$ cat src/rtl/uart_pkg.sv
// Shared register offsets, STATUS bit positions and FSM encodings for the UART.
// No logic, so no latency.
// No flow control.
package uart_pkg;
    localparam logic [1:0] REG_DATA   = 2'd0;
    localparam logic [1:0] REG_STATUS = 2'd1;
    localparam logic [1:0] REG_CTRL   = 2'd2;
    localparam logic [1:0] REG_DIV    = 2'd3;

    localparam int STS_RXV  = 0;
    localparam int STS_BUSY = 1;
    localparam int STS_OVR  = 2;
    localparam int STS_FERR = 3;

    typedef enum logic [1:0] {
        IDLE  = 2'd0,
        START = 2'd1,
        DATA  = 2'd2,
        STOP  = 2'd3
    } uart_state_e;
endpackage

$ cat src/rtl/uart_baud_cnt.sv
// Loadable 16-bit down-counter: counts val..0, pulses tick at 0 and reloads val.
// tick is combinational from the count; load takes effect on the next edge.
// No flow control; en gates counting.
module uart_baud_cnt (
    input  logic        Clk,
    input  logic        Reset,
    input  logic        load,
    input  logic        en,
    input  logic [15:0] val,
    output logic        tick
);
    logic [15:0] cnt_q, cnt_d;

    assign tick = en & ~load & (cnt_q == 16'd0);

    always_comb begin
        cnt_d = cnt_q;
        if (load) begin
            cnt_d = val;
        end else if (en) begin
            cnt_d = (cnt_q == 16'd0) ? val : cnt_q - 16'd1;
        end
    end

    always_ff @(posedge Clk or negedge Reset) begin
        if (!Reset) cnt_q <= '0;
        else        cnt_q <= cnt_d;
    end
endmodule

$ cat src/rtl/uart_dev.sv
// Memory-mapped 8N1 UART: register file, TX and RX FSMs, registered interrupt.
// Reads are combinational; tx falls the cycle after an accepted DATA write.
// No backpressure: DATA writes while busy are dropped, RX overwrites and flags ovr.
module uart_dev
    import uart_pkg::*;
#(
    parameter logic [15:0] DIV_RST = 16'd868,
    parameter logic [15:0] DIV_MIN = 16'd4
) (
    input  logic        Clk,
    input  logic        Reset,
    input  logic [31:0] Addr,
    input  logic        We,
    input  logic [31:0] WData,
    output logic [31:0] RData,
    output logic        IntRq,
    input  logic        rx,
    output logic        tx
);
    uart_state_e tx_state_q, tx_state_d, rx_state_q, rx_state_d;
    logic [7:0]  tx_shift_q, tx_shift_d, rx_shift_q, rx_shift_d, rx_data_q, rx_data_d;
    logic [2:0]  tx_bit_q, tx_bit_d, rx_bit_q, rx_bit_d;
    logic [15:0] div_q, div_d, div_m1, rx_val;
    logic        rx_s1_q, rx_s1_d, rx_s2_q, rx_s2_d, rx_prev_q, rx_prev_d;
    logic        rx_valid_q, rx_valid_d, ovr_q, ovr_d, ferr_q, ferr_d;
    logic        rx_ie_q, rx_ie_d, tx_ie_q, tx_ie_d, irq_q, irq_d;
    logic        wr_data, wr_sts, wr_ctrl, wr_div;
    logic        tx_load, tx_tick, tx_busy;
    logic        rx_start, rx_tick, rx_busy, rx_ok, rx_bad;
    logic        unused_bits;

    assign unused_bits = ^{Addr[31:4], Addr[1:0], WData[31:16]};

    assign wr_data = We & (Addr[3:2] == REG_DATA);
    assign wr_sts  = We & (Addr[3:2] == REG_STATUS);
    assign wr_ctrl = We & (Addr[3:2] == REG_CTRL);
    assign wr_div  = We & (Addr[3:2] == REG_DIV);
    assign div_m1  = div_q - 16'd1;

    // RX start bit waits half a bit so later samples land mid-bit.
    assign rx_val  = (rx_state_q == IDLE) ? ({1'b0, div_q[15:1]} - 16'd1) : div_m1;

    uart_baud_cnt u_tx_baud (.Clk(Clk), .Reset(Reset), .load(tx_load), .en(tx_busy),
                             .val(div_m1), .tick(tx_tick));
    uart_baud_cnt u_rx_baud (.Clk(Clk), .Reset(Reset), .load(rx_start), .en(rx_busy),
                             .val(rx_val), .tick(rx_tick));

    always_comb begin
        tx_state_d = tx_state_q;
        case (tx_state_q)
            IDLE:    if (tx_load) tx_state_d = START;
            START:   if (tx_tick) tx_state_d = DATA;
            DATA:    if (tx_tick && tx_bit_q == 3'd7) tx_state_d = STOP;
            STOP:    if (tx_tick) tx_state_d = IDLE;
            default: tx_state_d = IDLE;
        endcase
    end

    always_comb begin
        tx_busy = (tx_state_q != IDLE);
        tx_load = wr_data & (tx_state_q == IDLE);
        case (tx_state_q)
            START:   tx = 1'b0;
            DATA:    tx = tx_shift_q[0];
            default: tx = 1'b1;
        endcase
    end

    always_comb begin
        rx_state_d = rx_state_q;
        case (rx_state_q)
            IDLE:    if (rx_start) rx_state_d = START;
            START:   if (rx_tick) rx_state_d = rx_s2_q ? IDLE : DATA;
            DATA:    if (rx_tick && rx_bit_q == 3'd7) rx_state_d = STOP;
            STOP:    if (rx_tick) rx_state_d = IDLE;
            default: rx_state_d = IDLE;
        endcase
    end

    always_comb begin
        rx_busy  = (rx_state_q != IDLE);
        rx_start = (rx_state_q == IDLE) & rx_prev_q & ~rx_s2_q;
        rx_ok    = (rx_state_q == STOP) & rx_tick & rx_s2_q;
        rx_bad   = (rx_state_q == STOP) & rx_tick & ~rx_s2_q;
    end

    always_comb begin
        tx_shift_d = tx_shift_q;
        tx_bit_d   = tx_bit_q;
        rx_shift_d = rx_shift_q;
        rx_bit_d   = rx_bit_q;
        rx_s1_d    = rx;
        rx_s2_d    = rx_s1_q;
        rx_prev_d  = rx_s2_q;
        if (tx_load) begin
            tx_shift_d = WData[7:0];
            tx_bit_d   = 3'd0;
        end else if (tx_tick && tx_state_q == DATA) begin
            tx_shift_d = {1'b0, tx_shift_q[7:1]};
            tx_bit_d   = tx_bit_q + 3'd1;
        end
        if (rx_start) begin
            rx_bit_d = 3'd0;
        end else if (rx_tick && rx_state_q == DATA) begin
            rx_shift_d = {rx_s2_q, rx_shift_q[7:1]};
            rx_bit_d   = rx_bit_q + 3'd1;
        end
    end

    // Frame completion is applied after W1C so a same-cycle set wins.
    always_comb begin
        rx_data_d  = rx_ok ? rx_shift_q : rx_data_q;
        rx_valid_d = rx_valid_q;
        ovr_d      = ovr_q;
        ferr_d     = ferr_q;
        if (wr_sts && WData[STS_RXV])  rx_valid_d = 1'b0;
        if (wr_sts && WData[STS_OVR])  ovr_d      = 1'b0;
        if (wr_sts && WData[STS_FERR]) ferr_d     = 1'b0;
        if (rx_ok)                 rx_valid_d = 1'b1;
        if (rx_ok && rx_valid_q)   ovr_d      = 1'b1;
        if (rx_bad)                ferr_d     = 1'b1;
        rx_ie_d = wr_ctrl ? WData[0] : rx_ie_q;
        tx_ie_d = wr_ctrl ? WData[1] : tx_ie_q;
        div_d   = div_q;
        if (wr_div) div_d = (WData[15:0] < DIV_MIN) ? DIV_MIN : WData[15:0];
        irq_d   = (rx_ie_q & rx_valid_q) | (tx_ie_q & ~tx_busy);
    end

    always_comb begin
        RData = '0;
        case (Addr[3:2])
            REG_DATA: RData[7:0] = rx_data_q;
            REG_STATUS: begin
                RData[STS_RXV]  = rx_valid_q;
                RData[STS_BUSY] = tx_busy;
                RData[STS_OVR]  = ovr_q;
                RData[STS_FERR] = ferr_q;
            end
            REG_CTRL: RData[1:0] = {tx_ie_q, rx_ie_q};
            default:  RData[15:0] = div_q;
        endcase
    end

    assign IntRq = irq_q;

    always_ff @(posedge Clk or negedge Reset) begin
        if (!Reset) begin
            tx_state_q <= IDLE;
            rx_state_q <= IDLE;
            tx_shift_q <= '0;
            tx_bit_q   <= '0;
            rx_shift_q <= '0;
            rx_bit_q   <= '0;
            rx_s1_q    <= 1'b1;
            rx_s2_q    <= 1'b1;
            rx_prev_q  <= 1'b1;
            rx_data_q  <= '0;
            rx_valid_q <= 1'b0;
            ovr_q      <= 1'b0;
            ferr_q     <= 1'b0;
            rx_ie_q    <= 1'b0;
            tx_ie_q    <= 1'b0;
            div_q      <= DIV_RST;
            irq_q      <= 1'b0;
        end else begin
            tx_state_q <= tx_state_d;
            rx_state_q <= rx_state_d;
            tx_shift_q <= tx_shift_d;
            tx_bit_q   <= tx_bit_d;
            rx_shift_q <= rx_shift_d;
            rx_bit_q   <= rx_bit_d;
            rx_s1_q    <= rx_s1_d;
            rx_s2_q    <= rx_s2_d;
            rx_prev_q  <= rx_prev_d;
            rx_data_q  <= rx_data_d;
            rx_valid_q <= rx_valid_d;
            ovr_q      <= ovr_d;
            ferr_q     <= ferr_d;
            rx_ie_q    <= rx_ie_d;
            tx_ie_q    <= tx_ie_d;
            div_q      <= div_d;
            irq_q      <= irq_d;
        end
    end
endmodule

$ cat config.mk
export PLATFORM = sky130hd
export DESIGN_NAME = uart_dev
export DESIGN_NICKNAME = d
export VERILOG_FILES = /design/src/rtl/uart_pkg.sv /design/src/rtl/uart_baud_cnt.sv /design/src/rtl/uart_dev.sv
export SDC_FILE = /design/constraint.sdc
export NUM_CORES = 1
export LEC_CHECK = 0
export BUFFER_PORTS_ARGS = -buffer_cell sky130_fd_sc_hd__buf_2
export CAP_MARGIN = 5
export CORE_MARGIN = 5
export CORE_UTILIZATION = 57
export CTS_CLUSTER_DIAMETER = 100
export DETAILED_ROUTE_END_ITERATION = 10
export PLACE_DENSITY = 0.87
export SLEW_MARGIN = 5
export SYNTH_ARGS = -nofsm -noshare
export SYNTH_HDL_FRONTEND = slang
export SYNTH_SLANG_ARGS = --single-unit
$ cat constraint.sdc
create_clock -name Clk -period 2.8 [get_ports Clk]
set_input_delay 0.56 -clock Clk [delete_from_list [all_inputs] [get_ports Clk]]
set_output_delay 0.56 -clock Clk [all_outputs]
set_load 0.1 [all_outputs]
== After elaboration in Yosys (flattened, before gate mapping) ==
Cells that the tools add are included.

* Bits in registers: 91
* Output and inout bits: 34

* Bitwise gates (word level): 21
* Equality and inequality tests: 19
* Mux-type cells: 36
* Add/sub/neg operators: 6
* $lt $le $gt $ge: 1
* Reductions and logical operators: 27

{| class="wikitable"
|+ Operators by type and width
! kind !! count
|-
| 16-bit two-way mux || 8
|-
| 16-bit by 1-bit subtractor with 16-bit output, second input constant || 3
|-
| 16-bit zero test || 2
|-
| 8-bit two-way mux || 3
|-
| 2-bit two-way mux || 9
|-
| 2-bit nonzero test || 9
|-
| 1-bit AND || 16
|-
| 16-bit by 3-bit less-than comparator with 1-bit output, second input constant || 1
|-
| 2-bit one-hot mux with 4 select lines || 2
|-
| 15-bit by 1-bit subtractor with 16-bit output, second input constant || 1
|-
| 2-bit equality test, second input constant || 6
|-
| 3-bit two-way mux || 4
|-
| 2-bit inequality test, second input constant || 6
|-
| 2-bit one-hot mux with 3 select lines || 2
|-
| 1-bit logical AND || 8
|-
| 4-bit one-hot mux with 2 select lines || 1
|-
| 4-bit AND reduction || 2
|-
| 3-bit by 1-bit adder with 3-bit output, second input constant || 2
|-
| 2-bit by 1-bit equality test with 1-bit output, second input constant || 3
|-
| 3-bit equality test, second input constant || 2
|-
| 2-bit zero test || 3
|-
| 1-bit two-way mux || 6
|-
| 2-bit by 1-bit inequality test with 1-bit output, second input constant || 2
|-
| 1-bit NOT || 4
|-
| 5 further kinds || 5
|}

== Depth between registers and ports, before layout ==
* Depth after elaboration: 10
* Depth in mapped cells: 9
* Depth with buffers taken out: 7

== Modules after synthesis ==
From an unflattened synthesis, not the netlist that was laid out.

* Cells, all modules: 631
* Area, all modules: 5934.4 um^2

{| class="wikitable"
|+ By module, submodules not included
! module !! instances !! cells an instance !! area an instance (um^2) !! sequential area each (um^2)
|-
| uart_dev || 1 || 371 || 3712.3 || 1486.4
|-
| uart_baud_cnt (u_tx_baud) || 1 || 128 || 1114.8 || 400.4
|-
| uart_baud_cnt (u_rx_baud) || 1 || 132 || 1107.3 || 400.4
|}

== Worst setup path before layout ==
Ideal clock, no wire load.

* Kind: input-to-output
* Start point: in Addr[2]
* End point: out RData[3]
* Data arrival time: 3180 ps
* Data required time: 2240 ps
* Buffers on the path: 2
* Setup slack: -940 ps
* Cell stages on the path: 4
* Cells stage by stage: buf_2 -> clkbuf_1 -> mux2i_1 -> o21ai_0

* Word-level cells in the longest chain between the ends: 2
* Elaborated cells on any way between the ends: 4
* Those cells by class: 2 x eq/ne; 1 x mux; 1 x reduce/logical

{| class="wikitable"
|+ Ends and longest elaborated chain
! element !! line !! RTL
|-
| from (decl) || uart_dev.sv:12 || <nowiki>input logic [31:0] Addr,</nowiki>
|-
| 2-bit equality test, or another cell as far along || uart_dev.sv:131 || <nowiki>case (Addr[3:2])</nowiki>
|-
| 2-bit one-hot mux with 3 select lines (*) || uart_dev.sv:131 ||
|-
| to (decl) || uart_dev.sv:15 || <nowiki>output logic [31:0] RData,</nowiki>
|}

Mark *: on every way between the ends. The rest lies on a longest branch, timed or not.

== Final worst setup path ==
* Start point: reg tx_state_q[0]
* End point: out RData[1]

* Word-level cells in the longest chain between the ends: 2

{| class="wikitable"
|+ Ends and longest elaborated chain
! element !! line !! RTL
|-
| from (decl) || uart_dev.sv:20 || <nowiki>uart_state_e tx_state_q, tx_state_d, rx_state_q, rx_state_d;</nowiki>
|-
| from (signal assigned) || uart_dev.sv:166 || <nowiki>tx_state_q <= tx_state_d;</nowiki>
|-
| 2-bit nonzero test || uart_dev.sv:60 || <nowiki>tx_busy = (tx_state_q != IDLE);</nowiki>
|-
| 2-bit one-hot mux with 3 select lines || uart_dev.sv:131 ||
|}

No other way between the ends.

==> reports/qor.txt <==
largest buffer count on any clock path: 2
post-synthesis async set-or-reset flop share: 100%
depth of the most critical reg-to-reg path: 7
Post-synth top flop: dfrtp_1
post-synthesis cell type count: 72
via count: 5329
Initial Utilization: 59.0%
Post-synth EDFFs: 0
Slew HR: 48.3%
Final setup viols: 0
Post-Synthesis Cells: 634
DIE WIDTH: 111 um
R2R Setup Slk: 0.12 ns
Synth-to-Final Area Change: 9.79%
CP delay by family, top: buffers and inverters
Max Fclk: 372 MHz
CTS tree: yes
Crit Path Class: flop to output port
Vias/cell: 6.55
Routed Wire Length: 16.0 mm
flops & latches, synth: 91
Die Y: 111 um
worst path cell trace: inv_1, ha_1, clkinv_2, mux4_2, buf_2
Setup crit end kind: output port
Post-CTS Hold Buffers: 0
core area: 9860 sq um
CP max stage cell: mux4_2
layout cells sized above 1: 22.6%
synth top area cells: dfrtp_1, mux2_2, nand2_1
GRT Total Usage: 26.2%
largest net degree at the start of global routing: 56
Final GP Congestion: 0.974
initial antenna violation count: 1
Logic pwr share: 42.8%
crit-path max FO: 10
CTS Buf Count: 9
number of max-cap violations: 0
iteration count of the initial detailed-routing pass: 5
Worst-path clk slew: 0.11 ns
share of the synthesized area in the top cell type: 35.7%
clock power share: 17.5%
H-tree depth: 3
Final Critical Period: 2.69 ns
Pwr Total: 5.16 mW
Fin. Hold Viols: 0
setup TNS: 0 ns
I/O Buffers: 39
CP arrival: 2.13 ns
Layout Nets: 759
Final HPWL DP: 11.3 mm
RSZ-0062 raised after global routing: false
worst path bufs/invs: 3
Seq/Total Area, Yosys: 39.3%
clock sinks: 91
switching pwr: 2.37 mW
maximum vdd drop: 0.735 mV
startpoint types: flop
Remaining Overflow, GRT: 0
Layout Skew: 0.0158 ns
r2r endpoint: u_rx_baud.cnt_q[7]$_DFFE_PN0N_
status: finished clean
Critical Path RT: 2.24 ns
DR iter-0 viols: 549
CTS root buf: clkbuf_8
P per Cell Area: 808 nW/um^2
first-pass GRT wire length: 26.3 mm
post-route ant nets: 0
area leader, netlist: dfrtp_1
Finished Layout Cells: 814
Ports: 102
Leakage Power: 2.84 nW
syn avg cell area: 9.17 sq um
# rows: 36
DR DRC count: 0
worst skew pair latency: 0.38 ns
Die Area: 12300 sq um
mapped cell area: 5820 sq um
# diodes: 0
sequential group share of total power: 39.7%
Tcrit/Tclk final: 96.1%
WL/cell: 19.7 um
Hold Crit Class: input port to async pin
P_int: 2.79 mW
CP max stage delay: 0.53 ns
Placed Instances: 798
Util after Layout: 64.7%
final slew viol count: 0
Worst R2R Start: div_q[1]$_DFFE_PN0P_
Hold Slack: 0.132 ns
Synth warnings: 0
worst-margin pin slew: 0.768 ns
Switching Share: 46.0%
vias in the first global route: 5216
-- layout make-up --
type / count / area [sq um]
clock buffers: 9 / 124
clock inverters: 7 / 67.6
fillers: 765 / 3480
inverters: 24 / 91.3
multi-input cells: 483 / 3230
flip-flops and latches: 91 / 2290
well taps: 133 / 166
repair buffers: 67 / 420
-- timing repair --
item | 4_1_cts | 5_1_grt
gates resized for setup | 1 | 0
hold endpoints to repair | 0 | 0
setup endpoints to repair | 1 | 0
setup buffers | 0 | 0
-- synth_stat cells, drive strengths merged, types with 3 or more instances --
master  instances
and3            9
nand2b          4
nand3          22
nand2          76
nand4          14
ha             15
inv            23
a21oi          25
o211ai          5
o21a            3
nor4           19
nand3b          4
xnor2          15
clkbuf         23
buf            28
dfrtp          83
a211o           3
xor2            6
o21ai          43
or4             3
o221ai          3
o31ai           3
a221o           5
or2             4
dfstp           8
mux2i          12
or3            10
nor4b           5
mux2           42
nor3           19
a221oi          3
and2            3
nor3b           7
nor2           39
a22o            9
a31oi           5
-- state kept, by name (all words and copies together) (netlist names), named ones only --
name             cells
ferr_q               1
rx_ie_q              1
tx_ie_q              1
tx_bit_q             3
u_rx_baud.cnt_q     16
rx_prev_d            1
tx_shift_q           8
rx_prev_q            1
IntRq                1
rx_bit_q             3
ovr_q                1
rx_valid_q           1
rx_s1_q              1
rx_data_q            8
div_q               16
u_tx_baud.cnt_q     16
tx_state_q           2
rx_shift_q           8
rx_state_q           1
-- per-stage QoR --
stage	cell area, sq um	setup WS (ns)
2_1_floorplan	5880	-0.187
5_1_grt	6380	0.0224
3_3_place_gp	6190	0.241
4_1_cts	6380	0.119
3_5_place_dp	6190	0.213
6_report	6380	0.110
-- worst register-to-register path: stages, from the launching register on --
cell,delay [ns]
dfrtp_1,0.46
inv_1,0.14
ha_1,0.26
or4b_2,0.67
nor3b_1,0.26
xor2_1,0.16
mux2_2,0.30
a221o_1,0.31
-- routing by layer --
| metal | track usage (%) | vias to the layer above | routed length [um] |
|---|---|---|---|
| met1 | 33.3 | 2514 | 6150 |
| li1 | - | 2376 | - |
| met2 | 43.8 | 362 | 7640 |
| met3 | 3.98 | 75 | 1540 |
| met5 | 0 | - | 20 |
| met4 | 12.4 | 2 | 680 |
-- power by group through the flow --
stage / sequential (mW) / combinational [mW] / clock, mW
2_1_floorplan: 1.92 / 1.69 / 0
3_3_place_gp: 2.02 / 2.09 / 0
3_5_place_dp: 2.05 / 2.17 / 0
4_1_cts: 2.03 / 2.19 / 0.900
5_1_grt: 2.09 / 2.42 / 0.957
6_report: 2.05 / 2.21 / 0.902
-- kinds of logic after synthesis --
kind of cell    share of synthesized area [%]
simple gates                             22.1
compound gates                           15.0
flops                                    39.3
buf+inv                                  6.20
mux                                      11.0
xor+xnor                                 3.16
fa+ha+maj                                3.23
other cells                            0.0645
-- layout by cell type (no fill, tap or decap), types with 12 or more instances in the layout --
cell type	n
a21oi_1	25
buf_2	38
buf_4	28
conb_1	16
dfrtp_1	83
ha_1	15
inv_1	23
mux2_2	42
mux2i_1	12
nand2_1	76
nand3_1	21
nand4_1	13
nor2_1	38
nor3_1	19
nor4_1	16
o21ai_0	39
xnor2_1	15
-- how the worst max path moves through the flow --
stage	start	end	slack, ns	depth (start not counted)
6_report	tx_state_q[0]$_DFFE_PN0P_	RData[1]	0.11	5
3_3_place_gp	div_q[1]$_DFFE_PN0P_	u_rx_baud.cnt_q[7]$_DFFE_PN0N_	0.24	7
5_1_grt	div_q[1]$_DFFE_PN0P_	u_rx_baud.cnt_q[7]$_DFFE_PN0N_	0.02	7
2_1_floorplan	Addr[2]	RData[3]	-0.19	4
3_5_place_dp	div_q[1]$_DFFE_PN0P_	u_rx_baud.cnt_q[7]$_DFFE_PN0N_	0.21	7
4_1_cts	tx_state_q[0]$_DFFE_PN0P_	RData[1]	0.12	5
No activity file was read; power rests on OpenSTA's default activity.
